[src/rtl/spi_bridge_pkg.sv]
// Shared constants and types for the SPI-to-register-file bridge.
// Frame layout: 16-bit header {rw, rsvd[2:0], mask[3:0], rsvd[2:0], addr[4:0]} then 32 data bits.
package spi_bridge_pkg;

  typedef enum logic [2:0] {
    ST_IDLE    = 3'd0,
    ST_HDR     = 3'd1,
    ST_RD_REQ  = 3'd2,
    ST_RD_WAIT = 3'd3,
    ST_DATA    = 3'd4,
    ST_DONE    = 3'd5
  } state_e;

  localparam int unsigned HDR_BITS   = 16;
  localparam int unsigned DATA_BITS  = 32;
  localparam int unsigned FRAME_BITS = HDR_BITS + DATA_BITS;
  localparam int unsigned CNT_W      = 6;

  // Header field positions within the 16-bit header word
  localparam int unsigned HDR_RW_BIT   = 15;
  localparam int unsigned HDR_MASK_LSB = 8;
  localparam int unsigned HDR_ADDR_LSB = 0;

  // Register-file geometry
  localparam int unsigned RF_AWIDTH_DEF = 5;
  localparam int unsigned RF_WIDTH_DEF  = 32;
  localparam int unsigned RF_MASK_DEF   = RF_WIDTH_DEF / 8;

endpackage

[src/rtl/sync_ff.sv]
// Multi-stage synchronizer for one asynchronous input, with a selectable reset level.
module sync_ff #(
  parameter int unsigned STAGES    = 2,
  parameter logic        RESET_VAL = 1'b0
) (
  input  logic clk,
  input  logic rst,
  input  logic i_d,
  output logic o_q
);

  logic [STAGES-1:0] r_sync;

  always_ff @(posedge clk or posedge rst) begin
    if (rst) r_sync <= {STAGES{RESET_VAL}};
    else     r_sync <= STAGES'({r_sync, i_d});
  end

  assign o_q = r_sync[STAGES-1];

endmodule

[src/rtl/spi_regfile_bridge.sv]
// SPI mode-0 target, oversampled in clk, that turns 48-bit host frames into
// single-cycle register-file reads and masked writes.
module spi_regfile_bridge
  import spi_bridge_pkg::*;
#(
  parameter int unsigned RF_AWIDTH   = RF_AWIDTH_DEF,
  parameter int unsigned RF_WIDTH    = RF_WIDTH_DEF,
  parameter int unsigned RF_MASK     = RF_MASK_DEF,
  parameter int unsigned SYNC_STAGES = 2
) (
  input  logic                 clk,
  input  logic                 rst,
  input  logic                 spi_sclk,
  input  logic                 spi_cs_n,
  input  logic                 spi_mosi,
  output logic                 spi_miso,
  output logic                 spi_miso_oe,
  output logic                 we,
  output logic [RF_AWIDTH-1:0] addr,
  output logic [RF_WIDTH-1:0]  wdata,
  output logic [RF_MASK-1:0]   wmask,
  input  logic [RF_WIDTH-1:0]  rdata,
  output logic                 frame_err
);

  logic w_sclk_s, w_cs_n_s, w_mosi_s;

  sync_ff #(.STAGES(SYNC_STAGES), .RESET_VAL(1'b0)) u_sync_sclk (
    .clk(clk), .rst(rst), .i_d(spi_sclk), .o_q(w_sclk_s));
  sync_ff #(.STAGES(SYNC_STAGES), .RESET_VAL(1'b1)) u_sync_cs_n (
    .clk(clk), .rst(rst), .i_d(spi_cs_n), .o_q(w_cs_n_s));
  sync_ff #(.STAGES(SYNC_STAGES), .RESET_VAL(1'b0)) u_sync_mosi (
    .clk(clk), .rst(rst), .i_d(spi_mosi), .o_q(w_mosi_s));

  logic r_sclk_d, r_cs_n_d;
  logic w_sclk_rise, w_sclk_fall, w_cs_fall;

  assign w_sclk_rise = w_sclk_s & ~r_sclk_d;
  assign w_sclk_fall = ~w_sclk_s & r_sclk_d;
  assign w_cs_fall   = r_cs_n_d & ~w_cs_n_s;

  // Synchronizers hold their reset level for a few clocks, so a CS already low
  // at reset release must not look like a fresh falling edge.
  logic [SYNC_STAGES:0] r_warm;
  logic                 r_armed;

  state_e               r_state, w_state_nxt;
  logic [CNT_W-1:0]     r_bit_cnt, w_cnt_nxt;
  logic [RF_WIDTH-1:0]  r_shift_in, w_sin_nxt, w_shift_in;
  logic [RF_WIDTH-1:0]  r_shift_out, w_sout_nxt;
  logic                 r_rw, w_rw_nxt;
  logic [RF_MASK-1:0]   r_hdr_mask, w_hmask_nxt;
  logic [RF_AWIDTH-1:0] r_hdr_addr, w_haddr_nxt;
  logic [RF_AWIDTH-1:0] r_addr, w_addr_nxt;
  logic [RF_WIDTH-1:0]  r_wdata, w_wdata_nxt;
  logic [RF_MASK-1:0]   r_wmask, w_wmask_nxt;
  logic                 r_we, w_we_nxt;
  logic                 r_miso, w_miso_nxt;
  logic                 r_miso_oe;
  logic                 r_frame_err, w_err_nxt;

  assign w_shift_in = {r_shift_in[RF_WIDTH-2:0], w_mosi_s};

  always_comb begin
    w_state_nxt = r_state;
    w_cnt_nxt   = r_bit_cnt;
    w_sin_nxt   = r_shift_in;
    w_sout_nxt  = r_shift_out;
    w_rw_nxt    = r_rw;
    w_hmask_nxt = r_hdr_mask;
    w_haddr_nxt = r_hdr_addr;
    w_addr_nxt  = r_addr;
    w_wdata_nxt = r_wdata;
    w_wmask_nxt = r_wmask;
    w_we_nxt    = 1'b0;
    w_miso_nxt  = r_miso;
    w_err_nxt   = 1'b0;

    case (r_state)
      ST_IDLE: begin
        w_miso_nxt = 1'b0;
        if (r_armed && w_cs_fall) begin
          w_state_nxt = ST_HDR;
          w_cnt_nxt   = '0;
          w_sout_nxt  = '0;
        end
      end
      ST_HDR: begin
        w_miso_nxt = 1'b0;
        if (w_sclk_rise) begin
          w_sin_nxt = w_shift_in;
          w_cnt_nxt = r_bit_cnt + 1'b1;
          if (r_bit_cnt == CNT_W'(HDR_BITS - 1)) begin
            w_rw_nxt    = w_shift_in[HDR_RW_BIT];
            w_hmask_nxt = w_shift_in[HDR_MASK_LSB +: RF_MASK];
            w_haddr_nxt = w_shift_in[HDR_ADDR_LSB +: RF_AWIDTH];
            if (w_shift_in[HDR_RW_BIT]) begin
              w_state_nxt = ST_DATA;
            end else begin
              // Present the read address immediately so rdata is ready two clocks later
              w_addr_nxt  = w_shift_in[HDR_ADDR_LSB +: RF_AWIDTH];
              w_state_nxt = ST_RD_REQ;
            end
          end
        end
      end
      ST_RD_REQ: begin
        w_addr_nxt  = r_hdr_addr;
        w_state_nxt = ST_RD_WAIT;
      end
      ST_RD_WAIT: begin
        w_sout_nxt  = rdata;
        w_miso_nxt  = rdata[RF_WIDTH-1];
        w_state_nxt = ST_DATA;
      end
      ST_DATA: begin
        if (w_sclk_rise) begin
          w_sin_nxt = w_shift_in;
          w_cnt_nxt = r_bit_cnt + 1'b1;
          if (r_bit_cnt == CNT_W'(FRAME_BITS - 1)) begin
            w_state_nxt = ST_DONE;
            if (r_rw) begin
              w_we_nxt    = 1'b1;
              w_addr_nxt  = r_hdr_addr;
              w_wdata_nxt = w_shift_in;
              w_wmask_nxt = r_hdr_mask;
            end
          end
        end else if (w_sclk_fall && (r_bit_cnt != CNT_W'(HDR_BITS))) begin
          // The fall right after the last header bit keeps bit 31 on MISO
          w_sout_nxt = {r_shift_out[RF_WIDTH-2:0], 1'b0};
          w_miso_nxt = r_shift_out[RF_WIDTH-2];
        end
      end
      ST_DONE: begin
        if (w_cs_n_s) w_state_nxt = ST_IDLE;
      end
      default: w_state_nxt = ST_IDLE;
    endcase

    if (w_cs_n_s && (r_state inside {ST_HDR, ST_RD_REQ, ST_RD_WAIT, ST_DATA})) begin
      w_state_nxt = ST_IDLE;
      w_we_nxt    = 1'b0;
      w_miso_nxt  = 1'b0;
      w_err_nxt   = 1'b1;
    end
  end

  always_ff @(posedge clk or posedge rst) begin
    if (rst) begin
      r_sclk_d    <= 1'b0;
      r_cs_n_d    <= 1'b1;
      r_warm      <= '0;
      r_armed     <= 1'b0;
      r_state     <= ST_IDLE;
      r_bit_cnt   <= '0;
      r_shift_in  <= '0;
      r_shift_out <= '0;
      r_rw        <= 1'b0;
      r_hdr_mask  <= '0;
      r_hdr_addr  <= '0;
      r_addr      <= '0;
      r_wdata     <= '0;
      r_wmask     <= '0;
      r_we        <= 1'b0;
      r_miso      <= 1'b0;
      r_miso_oe   <= 1'b0;
      r_frame_err <= 1'b0;
    end else begin
      r_sclk_d    <= w_sclk_s;
      r_cs_n_d    <= w_cs_n_s;
      r_warm      <= {r_warm[SYNC_STAGES-1:0], 1'b1};
      r_armed     <= r_armed | (r_warm[SYNC_STAGES] & w_cs_n_s);
      r_state     <= w_state_nxt;
      r_bit_cnt   <= w_cnt_nxt;
      r_shift_in  <= w_sin_nxt;
      r_shift_out <= w_sout_nxt;
      r_rw        <= w_rw_nxt;
      r_hdr_mask  <= w_hmask_nxt;
      r_hdr_addr  <= w_haddr_nxt;
      r_addr      <= w_addr_nxt;
      r_wdata     <= w_wdata_nxt;
      r_wmask     <= w_wmask_nxt;
      r_we        <= w_we_nxt;
      r_miso      <= w_miso_nxt;
      r_miso_oe   <= ~w_cs_n_s;
      r_frame_err <= w_err_nxt;
    end
  end

  assign spi_miso    = r_miso;
  assign spi_miso_oe = r_miso_oe;
  assign we          = r_we;
  assign addr        = r_addr;
  assign wdata       = r_wdata;
  assign wmask       = r_wmask;
  assign frame_err   = r_frame_err;

endmodule

[config.mk]
export PLATFORM = sky130hd
export DESIGN_NAME = spi_regfile_bridge
export DESIGN_NICKNAME = d
export VERILOG_FILES = /design/src/rtl/spi_bridge_pkg.sv /design/src/rtl/sync_ff.sv /design/src/rtl/spi_regfile_bridge.sv
export SDC_FILE = /design/constraint.sdc
export NUM_CORES = 1
export LEC_CHECK = 0
export BUFFER_PORTS_ARGS = -buffer_cell sky130_fd_sc_hd__buf_2
export CAP_MARGIN = 20
export CORE_ASPECT_RATIO = 2
export CORE_MARGIN = 3
export CORE_UTILIZATION = 53
export CTS_BUF_LIST = sky130_fd_sc_hd__clkbuf_8
export DETAILED_ROUTE_END_ITERATION = 8
export PLACE_DENSITY = 0.78
export SKIP_LAST_GASP = 1
export SYNTH_ARGS = -nofsm -noshare
export SYNTH_HDL_FRONTEND = slang
export SYNTH_SLANG_ARGS = --single-unit
[constraint.sdc]
create_clock -name clk -period 3.45 [get_ports clk]
set_input_delay 0 -clock clk [delete_from_list [all_inputs] [get_ports clk]]
set_output_delay 0 -clock clk [all_outputs]
set_load 0.01 [all_outputs]
# ---- Yosys cells after proc, flatten, opt, wreduce, memory -nomap -nowiden
# Cells that the tools add are included.
dict set report op_classes {
  n_reduce_logical 19
  eq_ne 26
  mux 33
  bitwise_logic 8
  addsub 1
}
# op n
set ops {}
lappend ops {{$mux 31} 3}
lappend ops {{$pmux 31 s3} 1}
lappend ops {{$mux 5} 6}
lappend ops {{$mux 3} 8}
lappend ops {{$ne 3x2->1 const B} 7}
lappend ops {{$ne 2x2->1 const B} 9}
lappend ops {{$pmux 3 s6} 1}
lappend ops {{$pmux 5 s3} 1}
lappend ops {{$mux 6} 2}
lappend ops {{$pmux 6 s2} 1}
lappend ops {{$mux 1} 9}
lappend ops {{$reduce_and 3->1} 3}
lappend ops {{$reduce_and 4->1} 2}
lappend ops {{$reduce_bool 4->1} 2}
lappend ops {{$reduce_and 7->1} 1}
lappend ops {{$add 6x1->6 const B} 1}
lappend ops {{$eq 3x2->1 const B} 2}
lappend ops {{$eq 3x3->1 const B} 2}
lappend ops {{$eq 6x4->1 const B} 1}
lappend ops {{$eq 6x6->1 const B} 1}
lappend ops {{$ne 6x5->1 const B} 1}
lappend ops {{$reduce_and 6->1} 1}
lappend ops {{$reduce_bool 3->1} 2}
lappend ops {{$and 1x1->1} 4}
lappend ops {{11 further kinds} 16}
dict set report totals {
  inputBits 37
  regBits 138
  out_inout_bits 45
  elab_cells 108
}

# ---- Depth between registers and ports, before layout
dict set report depth {
  depth_word 7
  mapped_depth 7
  ltp_nobuf 6
}

# ---- Hierarchy
# From an unflattened synthesis, not the netlist that was laid out.
dict set report unflattened {
  hier_cells 400
  hier_area_um2 5894.4
}
# module n_inst seq_area_each_um2 cells_per_inst area_each_um2
set by_module_without_submodules {}
lappend by_module_without_submodules {spi_regfile_bridge 1 3304.4 391 5730.5}
lappend by_module_without_submodules {{sync_ff (u_sync_mosi ...)} 2 50.0 3 53.8}
lappend by_module_without_submodules {{sync_ff (u_sync_cs_n)} 1 52.6 3 56.3}

# ---- Worst setup path after synthesis
# OpenSTA, ideal clock, no wires.
dict set report synth_path {
  path_type {reg-to-reg}
  start {reg r_bit_cnt[0]}
  end {reg r_wdata[10], in the netlist wdata[10]}
  setup_ps 125
  path_slack_ps 1604
  synth_period_minus_slack_ps 1846
  path_stages_with_launch 8
  n_path_buf 2
  t_arrival_ps 1722
  required_ps 3325
  path_cell_list {dfrtp_1 -> ha_1 -> nand4b_1 -> nor2_1 -> and3_1 -> buf_4 -> buf_6 -> mux2_2}
}
dict set report synth_via {
  elab_chain_cells 2
}
# element line
set synth_lines {}
lappend synth_lines {{from (decl)} spi_regfile_bridge.sv:48} ;# logic [CNT_W-1:0] r_bit_cnt, w_cnt_nxt;
lappend synth_lines {{from (signal assigned)} spi_regfile_bridge.sv:175} ;# r_bit_cnt <= w_cnt_nxt;
lappend synth_lines {{$eq 6x6->1} spi_regfile_bridge.sv:120} ;# if (r_bit_cnt == CNT_W'(FRAME_BITS - 1)) begin
lappend synth_lines {{$reduce_and 4->1 (no line)} --}
lappend synth_lines {{to (signal assigned)} spi_regfile_bridge.sv:182} ;# r_wdata <= w_wdata_nxt;
lappend synth_lines {{to (decl)} spi_regfile_bridge.sv:55} ;# logic [RF_WIDTH-1:0] r_wdata, w_wdata_nxt;
# Every way passes these cells.
# A chain may end at the register's enable or synchronous reset.

# ---- Worst setup path after layout
dict set report layout_path {
  start {reg r_bit_cnt[0]}
  end {reg r_wdata[29], in the netlist wdata[29]}
}
# The elaborated chain is that of the path after synthesis.

==> reports/results.txt <==
Top cell type's share of synthesized area - 58.4%
Lkg Pwr - 3.58 nW
Synthesized netlist net count - 440
Area Growth Syn to Fin - 22.2%
Total congestion overflow - 0
Final WL - 11000 µm
Synthesized flop and latch total - 138
Area of the multi-input gates - 0.00216 mm²
Slew at the pin closest to its max-slew limit - 0.916 ns
Fillers - 785
Synth Flop Type - dfrtp_1
Global-route wire length before repair - 18400 µm
Chip Height - 154 µm
Slowest Stage Delay on Critical Path - 0.77 ns
Crit path max fanout - 37
Post-DP Area - 0.00628 mm²
H-tree levels - 4
Synth Area per Inst - 14.4 µm²
Post-synthesis async set-or-reset flop share - 100%
Max-Slew Margin vs Limit - 38.8%
Register area share after synthesis - 59.7%
# rows - 53
CTS tree - yes
Most frequent cells in the layout - dfrtp_1 (135), mux2_2 (116), buf_2 (81), dlygate4sd3_1 (36), a22o_1 (32)
Hold crit path type - primary input to register
HPWL after DPL - 7100 µm
Design Area, Final - 0.00707 mm²
Status - complete, no violations
Max Fclk - 410 MHz
Number of max-cap violations - 0
Chip width - 79.9 µm
Final RePlAce weighted congestion - 0.894
CP max-delay cell - and3_2
Initial antenna violation count - 0
Clock Latency Late Sink - 0.43 ns
Register Area - 0.00346 mm²
GRT Total Usage - 19.0%
Root buf cell - clkbuf_8
Drt wl/cell - 16.5 µm
Maximum vdd drop - 431 µV
Final Net Count - 559
Final cycle utilization of the critical path - 70.7%
Max-slew violations - 0
Synth warnings - 0
Pre-antenna DRT Iters - 4
Fin Hold WS - 0.208 ns
Share of layout cells above drive strength 1 - 46.0%
Post-synthesis cell area - 0.00579 mm²
TritonCTS buffer count - 17
Setup Fix Bufs, Post-CTS - 0
Vias in the first global route - 3824
Min Tclk post-route - 2.44 ns
Mapped Cells - 401
CTS clk-pin slew, worst paths - 0.08 ns
Final Hold Fails - 0
Starting density of the core - 54.5%
RSZ-0062 raised after global routing - false
CP Data Arrival Time - 2.75 ns
Dominant cell type by area after synthesis - dfrtp_1
Largest net degree at the start of global routing - 97
Number of diodes - 0
Largest cells by area after synthesis - dfrtp_1 (58%), mux2_2 (23%), a22o_1 (4.8%)
Power Dens Cells - 499 mW/mm²
Distinct cells, synth - 51
Core area - 0.0106 mm²
Clock sink total - 138
Crit Path Class - register to register
Post-synth EDFFs - 0
Req. time, crit path - 3.77 ns
Critical Path End Type - register
DR vias - 3644
CTS max path bufs - 2
Drt drc - 0
Startpoint types - register
Cell chain of the critical path - ha_1, nand4b_1, nor2_1, and3_2, mux2_2
Setup TNS - 0 ns
Final Setup Violations - 0
PortBufs - 81
DR iter-0 viols - 192
Antenna Nets Post-Route - 0
Number of I/O pins - 82
Most common cell after layout, fill and taps aside - dfrtp_1
Vias per inst - 5.44
DIE AREA - 0.0123 mm²
Clk_skew - 0.0117 ns
[critical path: cells and delay by family (launching register included)]
family                     cells  cell delay, ns
and+or+nand+nor                3            1.22
DFF                            1            0.42
muxes                          1            0.42
adders and majority gates      1            0.25
[through the flow]
step           total power [mW]  setup slack (ns)  util [%]  instances
4_1_cts                    3.57             0.996      66.7        670
5_1_grt                    3.69             0.809      66.7        670
2_1_floorplan              2.04              1.60         -        401
3_3_place_gp               2.14              1.12      59.2        602
6_report                   3.53              1.01      66.7        670
3_5_place_dp               2.16              1.03      59.2        602
[path summary, 6_finish.rpt]
check	cells after the start	slack, ns	endpoint	startpoint
worst max-delay path	5	1.01	wdata[29]$_DFFE_PP0P_	r_bit_cnt[0]$_DFFE_PP0P_
worst min-delay path	2	0.21	u_sync_sclk.r_sync[0]$_DFF_PP0_	spi_sclk
worst max register to register	5	1.01	wdata[29]$_DFFE_PP0P_	r_bit_cnt[0]$_DFFE_PP0P_
worst min register to register	0	0.35	r_warm[1]$_DFF_PP0_	r_warm[0]$_DFF_PP0_
max in group asynchronous	4	2.17	r_sclk_d$_DFF_PP0_	rst
min in group asynchronous	3	0.31	r_shift_out[4]$_DFFE_PP0P_	rst
[repair_timing]
| item | in CTS | in global routing |
|---|---|---|
| resized for setup | 0 | 0 |
| setup endpoints to repair | 0 | 0 |
| hold buffers | 36 | 0 |
| endpoints found under the hold margin | 76 | 0 |
[flip-flops by register name, indices dropped and copies added, names as in the netlist, 3 cells and up]
register and cells:
wdata 32, r_hdr_mask 4, r_state 3, r_warm 3
r_bit_cnt 6, r_hdr_addr 5, r_shift_in 31, addr 5
r_shift_out 31, wmask 4
[layout make-up]
class	instances	share of cell area (%)
multi-input combinational	230	30.5
sequential	138	48.9
inverter	11	0.637
clock buffer	19	3.70
clock inverter	13	2.35
timing repair buffer	122	11.5
tap	137	2.42
[logic make-up (layout without fill, tap and decap cells)]
group / Yosys count / after routing / share of synthesized area, %
fa+ha+maj: 2 / 2 / 0.432
simple gates: 44 / 44 / 4.89
flops: 138 / 138 / 59.7
xor+xnor: 1 / 1 / 0.151
other cells: 1 / 1 / 0.0648
compound gates: 65 / 65 / 8.82
mux: 117 / 117 / 22.8
buf+inv: 33 / 165 / 3.14
[synthesized netlist by cell type (4+ instances only)]
cell type and number:
dfrtp_1 135, mux2_2 116, a22o_1 32, inv_1 11
nand2_1 9, buf_4 8, clkbuf_1 7, nor2_1 7
o21ai_0 7, a21oi_1 6, buf_2 4, nand2b_1 4
[per-layer routing]
metal | vias up | part of all wire [%] | routed length, µm | GRT usage (%)
met4 | 0 | 1.2 | 129 | 6.77
met3 | 8 | 3.7 | 408 | 4.63
met2 | 93 | 54 | 5950 | 33.3
li1 | 1703 | - | - | -
met1 | 1840 | 41 | 4560 | 22.1
met5 | - | 0 | 0 | 0
[power breakdown]
group          switching, mW  internal (mW)
registers             0.0879           1.70
clock network          0.613          0.758
logic                  0.181          0.188
No activity file was read; power rests on OpenSTA's default activity.
